File: config.mk
export PLATFORM = sky130hd
export DESIGN_NAME = serial_subtractor
export DESIGN_NICKNAME = d
export VERILOG_FILES = /design/src/rtl/serial_subtractor_pkg.sv /design/src/rtl/full_subtractor.sv /design/src/rtl/serial_subtractor.sv
export SDC_FILE = /design/constraint.sdc
export NUM_CORES = 1
export LEC_CHECK = 0
export ABC_AREA = 1
export CAP_MARGIN = 10
export CORE_UTILIZATION = 53
export DETAILED_ROUTE_END_ITERATION = 12
export PLACE_DENSITY = 0.83
export SYNTH_ARGS = -nofsm -noshare
export SYNTH_HDL_FRONTEND = slang
export SYNTH_SLANG_ARGS = --single-unit
File: constraint.sdc
create_clock -name clk -period 2.01 [get_ports clk]
set_clock_uncertainty 0.2 [all_clocks]
set_input_delay 0.3015 -clock clk [delete_from_list [all_inputs] [get_ports clk]]
set_output_delay 0.3015 -clock clk [all_outputs]
set_load 0.02 [all_outputs]
File: src/rtl/serial_subtractor_pkg.sv
// Shared arithmetic definitions for the bit-serial subtractor and its sibling ripple adder.
// Holds the controller state encoding and the library-wide default operand width.
package serial_subtractor_pkg;

  // Default operand width shared across the arithmetic library.
  localparam int unsigned ARITH_WIDTH = 4;

  typedef enum logic [1:0] {
    StIdle = 2'b00,
    StRun  = 2'b01,
    StDone = 2'b10
  } sub_state_t;

  // Counter width for a serial unit of the given operand width (never narrower than one bit).
  function automatic int unsigned cnt_width(input int unsigned width);
    return (width > 1) ? $clog2(width) : 1;
  endfunction

endpackage

File: src/rtl/full_subtractor.sv
// One-bit full subtractor: computes a - b - bin and the resulting borrow.
// Purely combinational.
module full_subtractor (
  input  logic a,
  input  logic b,
  input  logic bin,
  output logic diff,
  output logic borrow
);

  logic a_xor_b;

  always_comb begin
    a_xor_b = a ^ b;
    diff    = a_xor_b ^ bin;
    // Borrow when b exceeds a, or when a equals b and a borrow is already pending.
    borrow  = (~a & b) | (~a_xor_b & bin);
  end

endmodule

File: src/rtl/serial_subtractor.sv
// Bit-serial two's-complement subtractor: one bit of a - b per clock, LSB first.
// A start/done handshake wraps a three-state controller around a single full-subtractor cell.
module serial_subtractor
  import serial_subtractor_pkg::*;
#(
  parameter int unsigned WIDTH = ARITH_WIDTH
) (
  input  logic             clk,
  input  logic             rst_n,
  input  logic             start,
  input  logic [WIDTH-1:0] a,
  input  logic [WIDTH-1:0] b,
  output logic             busy,
  output logic             done,
  output logic [WIDTH-1:0] diff,
  output logic             bout
);

  localparam int unsigned CntW = cnt_width(WIDTH);
  localparam logic [CntW-1:0] CntLast = CntW'(WIDTH - 1);

  sub_state_t       state_q, state_d;
  logic [WIDTH-1:0] a_sh_q, a_sh_d;
  logic [WIDTH-1:0] b_sh_q, b_sh_d;
  logic [WIDTH-1:0] r_sh_q, r_sh_d;
  logic             brw_q, brw_d;
  logic [CntW-1:0]  cnt_q, cnt_d;
  logic [WIDTH-1:0] diff_q, diff_d;
  logic             bout_q, bout_d;

  logic bit_diff;
  logic bit_borrow;
  logic accept;

  full_subtractor u_full_subtractor (
    .a      (a_sh_q[0]),
    .b      (b_sh_q[0]),
    .bin    (brw_q),
    .diff   (bit_diff),
    .borrow (bit_borrow)
  );

  always_comb begin
    state_d = state_q;
    a_sh_d  = a_sh_q;
    b_sh_d  = b_sh_q;
    r_sh_d  = r_sh_q;
    brw_d   = brw_q;
    cnt_d   = cnt_q;
    diff_d  = diff_q;
    bout_d  = bout_q;
    accept  = 1'b0;

    unique case (state_q)
      StIdle: begin
        accept = start;
      end
      StRun: begin
        a_sh_d = {1'b0, a_sh_q[WIDTH-1:1]};
        b_sh_d = {1'b0, b_sh_q[WIDTH-1:1]};
        r_sh_d = {bit_diff, r_sh_q[WIDTH-1:1]};
        brw_d  = bit_borrow;
        cnt_d  = cnt_q + 1'b1;
        if (cnt_q == CntLast) begin
          // Publish the result including the bit processed on this edge.
          diff_d  = {bit_diff, r_sh_q[WIDTH-1:1]};
          bout_d  = bit_borrow;
          cnt_d   = '0;
          state_d = StDone;
        end
      end
      StDone: begin
        accept  = start;
        state_d = StIdle;
      end
      default: begin
        state_d = StIdle;
      end
    endcase

    if (accept) begin
      a_sh_d  = a;
      b_sh_d  = b;
      r_sh_d  = '0;
      brw_d   = 1'b0;
      cnt_d   = '0;
      state_d = StRun;
    end
  end

  always_ff @(posedge clk or negedge rst_n) begin
    if (!rst_n) begin
      state_q <= StIdle;
      a_sh_q  <= '0;
      b_sh_q  <= '0;
      r_sh_q  <= '0;
      brw_q   <= 1'b0;
      cnt_q   <= '0;
      diff_q  <= '0;
      bout_q  <= 1'b0;
    end else begin
      state_q <= state_d;
      a_sh_q  <= a_sh_d;
      b_sh_q  <= b_sh_d;
      r_sh_q  <= r_sh_d;
      brw_q   <= brw_d;
      cnt_q   <= cnt_d;
      diff_q  <= diff_d;
      bout_q  <= bout_d;
    end
  end

  always_comb begin
    busy = (state_q == StRun);
    done = (state_q == StDone);
    diff = diff_q;
    bout = bout_q;
  end

endmodule

# Yosys cells after proc, flatten, opt, wreduce, memory -nomap -nowiden
# Cells that the tools add are included.
# Widths: inputs -> output; s select.
# word_totals
input_bits	11
output_inout_bits	7
ramBits	0
rom_bits	0
latch_bits	0
mem_count	0
reg_bits	22
word_cells	41
# classes
n_mul	0
n_lt_le_gt_ge	0
addsub	1
mux	15
shifts	0
n_reduce_logical	5
eq_ne	5
bitwise_logic	7
div	0
# ops
operator	count
$mux 4	6
$mux 2	5
$eq 2x2->1 const B	2
$pmux 2 s2	1
$reduce_and 2->1	2
$mux 1	3
$ne 3x1->1 const B	1
$add 2x1->2 const B	1
$and 1x1->1	2
$eq 2x1->1 const B	1
$logic_not 2->1	1
$ne 2x2->1 const B	1
$not 1->1	2
$reduce_bool 2->1	1
$reduce_or 2->1	1
$xor 1x1->1	2
$or 1x1->1	1

# Logic depth before layout (Yosys ltp)
# logic_depth
word_depth	6
depth_mapped	5
ltp_nobuf	5

# Modules after synthesis
# From an unflattened synthesis, not the netlist that was laid out.
# unflattened
hier_cells	104
hier_area_um2	937.1
# modules_own_cells
mod	n_inst	cells_per_inst	area_each_um2	seq_area_each_um2
serial_subtractor	1	100	905.9	525.5
full_subtractor	1	4	31.3	0.0

# Worst setup path before layout
# Ideal clock, no wire load.
# synth_path
kind	register to register
from	register b_sh_q[0]
to	register r_sh_q[3]
setup_time_ps	126
t_required_ps	1684
path_buffers	0
arrival_ps	977
path_stages_with_launch	5
setup_slack_ps	707
period_less_slack_ps	1303
cell_sequence	dfrtp_1 inv_1 fa_1 nand2_1 o21ai_0
# synth_between
elab_chain_len	4
# synth_rtl
item	line_no	text
start: declaration	serial_subtractor.sv:24	logic [WIDTH-1:0] b_sh_q, b_sh_d;
start signal: assignment	serial_subtractor.sv:104	b_sh_q <= b_sh_d;
$xor 1x1->1	full_subtractor.sv:14	a_xor_b = a ^ b;
$xor 1x1->1	full_subtractor.sv:15	diff = a_xor_b ^ bin;
net bit_diff	serial_subtractor.sv:31	logic bit_diff;
$mux 4	serial_subtractor.sv:54	unique case (state_q)
$mux 4	serial_subtractor.sv:81	if (accept) begin
end signal: assignment	serial_subtractor.sv:105	r_sh_q <= r_sh_d;
end: declaration	serial_subtractor.sv:25	logic [WIDTH-1:0] r_sh_q, r_sh_d;
# The timed path passes the listed nets, and every way through them passes these cells. The select of a mux whose other input is x is not followed.
# A chain may end at the register's enable or synchronous reset.

# Worst setup path after layout
# layout_path
from	register diff_q[1], in the netlist diff[1]
to	output port diff[1]
# layout_lines
item	line_no	text
start: declaration	serial_subtractor.sv:28	logic [WIDTH-1:0] diff_q, diff_d;
start signal: assignment	serial_subtractor.sv:108	diff_q <= diff_d;
end: declaration	serial_subtractor.sv:15	output logic [WIDTH-1:0] diff,
# No word-level cell between the ends.

==> flow_metrics.env <==
export IMPL_status="complete, but fails checks"
export IMPL_violations="DRC"
export IMPL_synth_nets=116
export IMPL_tightest_slew_ps=308.7
export IMPL_yosys_area_top_type="dfrtp_1"
export IMPL_min_path_type="in -> async"
export IMPL_synthMuxAreaShare=0
export IMPL_critPathCaptureType="output port"
export IMPL_syn_inst=103
export IMPL_worst_endpoint_arrival_ps=1280
export IMPL_gp_congestion=0.7716
export IMPL_final_setup_tns_ps=0
export IMPL_cts_sinks=21
export IMPL_htree_levels=1
export IMPL_timing_hold_ws_ps=125.8
export IMPL_yosysSeqAreaShare=0.5699
export IMPL_synthAdderAreaFrac=0.03528
export IMPL_yosysMostFrequentCell="nand2_1"
export IMPL_critical_path_slowest_cell="clkdlybuf4s50_1"
export IMPL_cap_violations=0
export IMPL_clockBufferDepth=2
export IMPL_hold_violations=0
export IMPL_antenna_found_initial=0
export IMPL_post_cts_buffers=0
export IMPL_wire_per_inst_um=11.52
export IMPL_vdd_drop_max_mv=0.9390
export IMPL_cts_root_buf="clkbuf_4"
export IMPL_synthSimpleGateAreaFrac=0.3026
export IMPL_ant_nets=0
export IMPL_layout_nets=138
export IMPL_synth_ff_latch_count=21
export IMPL_initial_core_util=0.5915
export IMPL_synth_xor_area_frac=0
export IMPL_powerDensity_nw_per_um2=1517
export IMPL_setup_viol=0
export IMPL_worstPathMaxFanout=2
export IMPL_grt_use_total=0.1957
export IMPL_die_w_um=43.71
export IMPL_cp_num_buf_inv=1
export IMPL_antenna_cells=0
export IMPL_final_layout_size_suffix_gt1_frac=0.09677
export IMPL_crit_path_start_kind="register"
export IMPL_fin_crit_ps=1781
export IMPL_post_place_ws_ps=345.5
export IMPL_grt_max_degree=22
export IMPL_rows=14
export IMPL_synth_commonest_cells="39 x nand2_1, 21 x dfrtp_1, 18 x nand3_1"
export IMPL_numCtsBuffers=3
export IMPL_io_buffers=17
export IMPL_drtIter0Drc=19
export IMPL_critical_path_class="reg -> out"
export IMPL_avgSynthCellArea_um2=8.953
export IMPL_drt_first_pass_iters=8
export IMPL_drc=4
export IMPL_relSlewSlack=0.7935
export IMPL_drt_vias_per_instance=5.229
export IMPL_die_area_um2=1911
export IMPL_yosysWarnings=0
export IMPL_fill_cells=131
export IMPL_synth_edf_count=0
export IMPL_synth_compound_area_frac=0.02714
export IMPL_synth_ff_type="dfrtp_1"
export IMPL_finalCritPeriodShare=0.8859
export IMPL_synth_top_area_share=0.5699
export IMPL_core_area_um2=1559
export IMPL_slew_viol_final=0
export IMPL_worst_path_largest_cell_delay_ps=600
export IMPL_synth_top_family_by_area="simple AND/OR/NAND/NOR gates"
export IMPL_fmax_ghz=0.5616
export IMPL_async_reset_ff_frac=1.000
export IMPL_cpLargestDelayFamily="buffers and inverters"
export IMPL_postCtsHoldBufs=0
export IMPL_clk_pin_slew_ps=120
export IMPL_cts_tree="yes"
export IMPL_fp_dieH_um=43.71
export IMPL_rsz0062_at_grt="false"
export IMPL_syn_area_um2=922.1
export IMPL_worst_slack_ps=229.4
export IMPL_routed_wl_um=1613
export IMPL_post_dp_hpwl_um=1140
export IMPL_area_growth_pct=23.34
export IMPL_clkLatencyLatePin_ps=310
export IMPL_required_ps=1510
export IMPL_grt_ovfl_total=0
export IMPL_yosys_top_cells_area="dfrtp_1 57%, nand2_1 16%, nand3_1 9.8%"
export IMPL_grt_pass1_wl_um=2691
export IMPL_vias=732
export IMPL_synth_cell_types=14
export IMPL_ios=18
export IMPL_p_leak_nw=0.5902
export IMPL_critical_path_cell_chain="clkdlybuf4s50_1"
export IMPL_grt_pass1_vias=638
==> report_power, final <==
part / leakage [nW] / internal, mW / switching [mW]
sequential: 0.266 / 0.612 / 0.109
combinational: 0.306 / 0.323 / 0.477
clock: 0.0177 / 0.0743 / 0.129
==> final timing paths <==
kind / depth (start not counted) / startpoint / slack [ps] / end
worst max-delay path: 1 / diff[1] / 230 / diff[1]
worst min-delay path: 2 / rst_n / 130 / diff[3]
worst max register to register: 4 / b_sh_q[0] / 630 / r_sh_q[3]
worst min register to register: 2 / r_sh_q[3] / 280 / diff[2]
max in group asynchronous: 2 / rst_n / 1260 / state_q[1]
min in group clk: 2 / r_sh_q[3] / 280 / diff[2]
==> state kept, by name, indices dropped and copies added, names as in the netlist <==
signal,count
a_sh_q,4
state_q,2
brw_q,1
b_sh_q,4
bout,1
cnt_q,2
diff,4
r_sh_q,3
==> logic make-up after synthesis <==
kind of cell             count (synthesis)
AO/OA/AOI/OAI                            5
flip-flops                              21
AND/OR/NAND/NOR                         63
buffers and inverters                   12
adder cells (fa/ha/maj)                  2
==> timing repair <==
action | CTS | global route
pin swaps | 0 | 0
gates resized for setup | 1 | 1
setup endpoints to repair | 1 | 1
==> per-stage QoR <==
| stage | util | cell area (µm²) | power, mW | cells |
|---|---|---|---|---|
| finish | 0.7295 | 1137 | 1.725 | 140 |
| global route | 0.7295 | 1137 | 1.882 | 140 |
| CTS | 0.7279 | 1135 | 1.742 | 140 |
| detailed placement | 0.7111 | 1109 | 1.550 | 136 |
| global placement | 0.7111 | 1109 | 1.515 | 136 |
| floorplan | - | 922.1 | 1.292 | 103 |
==> final cells by class <==
type                       instances  area, µm²  area share
sequential                        21      525.5      0.4620
multi-input combinational         70      336.6      0.2959
timing repair buffer              20      193.9      0.1705
inverter                           9      33.78     0.02970
clock buffer                       3      22.52     0.01980
tap                               16      20.02     0.01760
clock inverter                     1      5.005    0.004400
==> metal layers <==
layer	track usage	vias up	wire, µm
li1	-	365	-
met1	0.2646	338	749
met2	0.3134	26	761
met3	0.03750	3	80
met4	0.07500	0	22
met5	0	-	0
==> layout by cell type, fill, tap and decap left out, types with 3 or more instances in the layout <==
master	synthesis	routed
buf_4	2	3
clkbuf_4	0	3
clkdlybuf4s50_1	0	15
dfrtp_1	21	21
inv_1	8	8
nand2_1	39	39
nand3_1	18	18
o21ai_0	4	4
(Power assumes the default switching activity.)
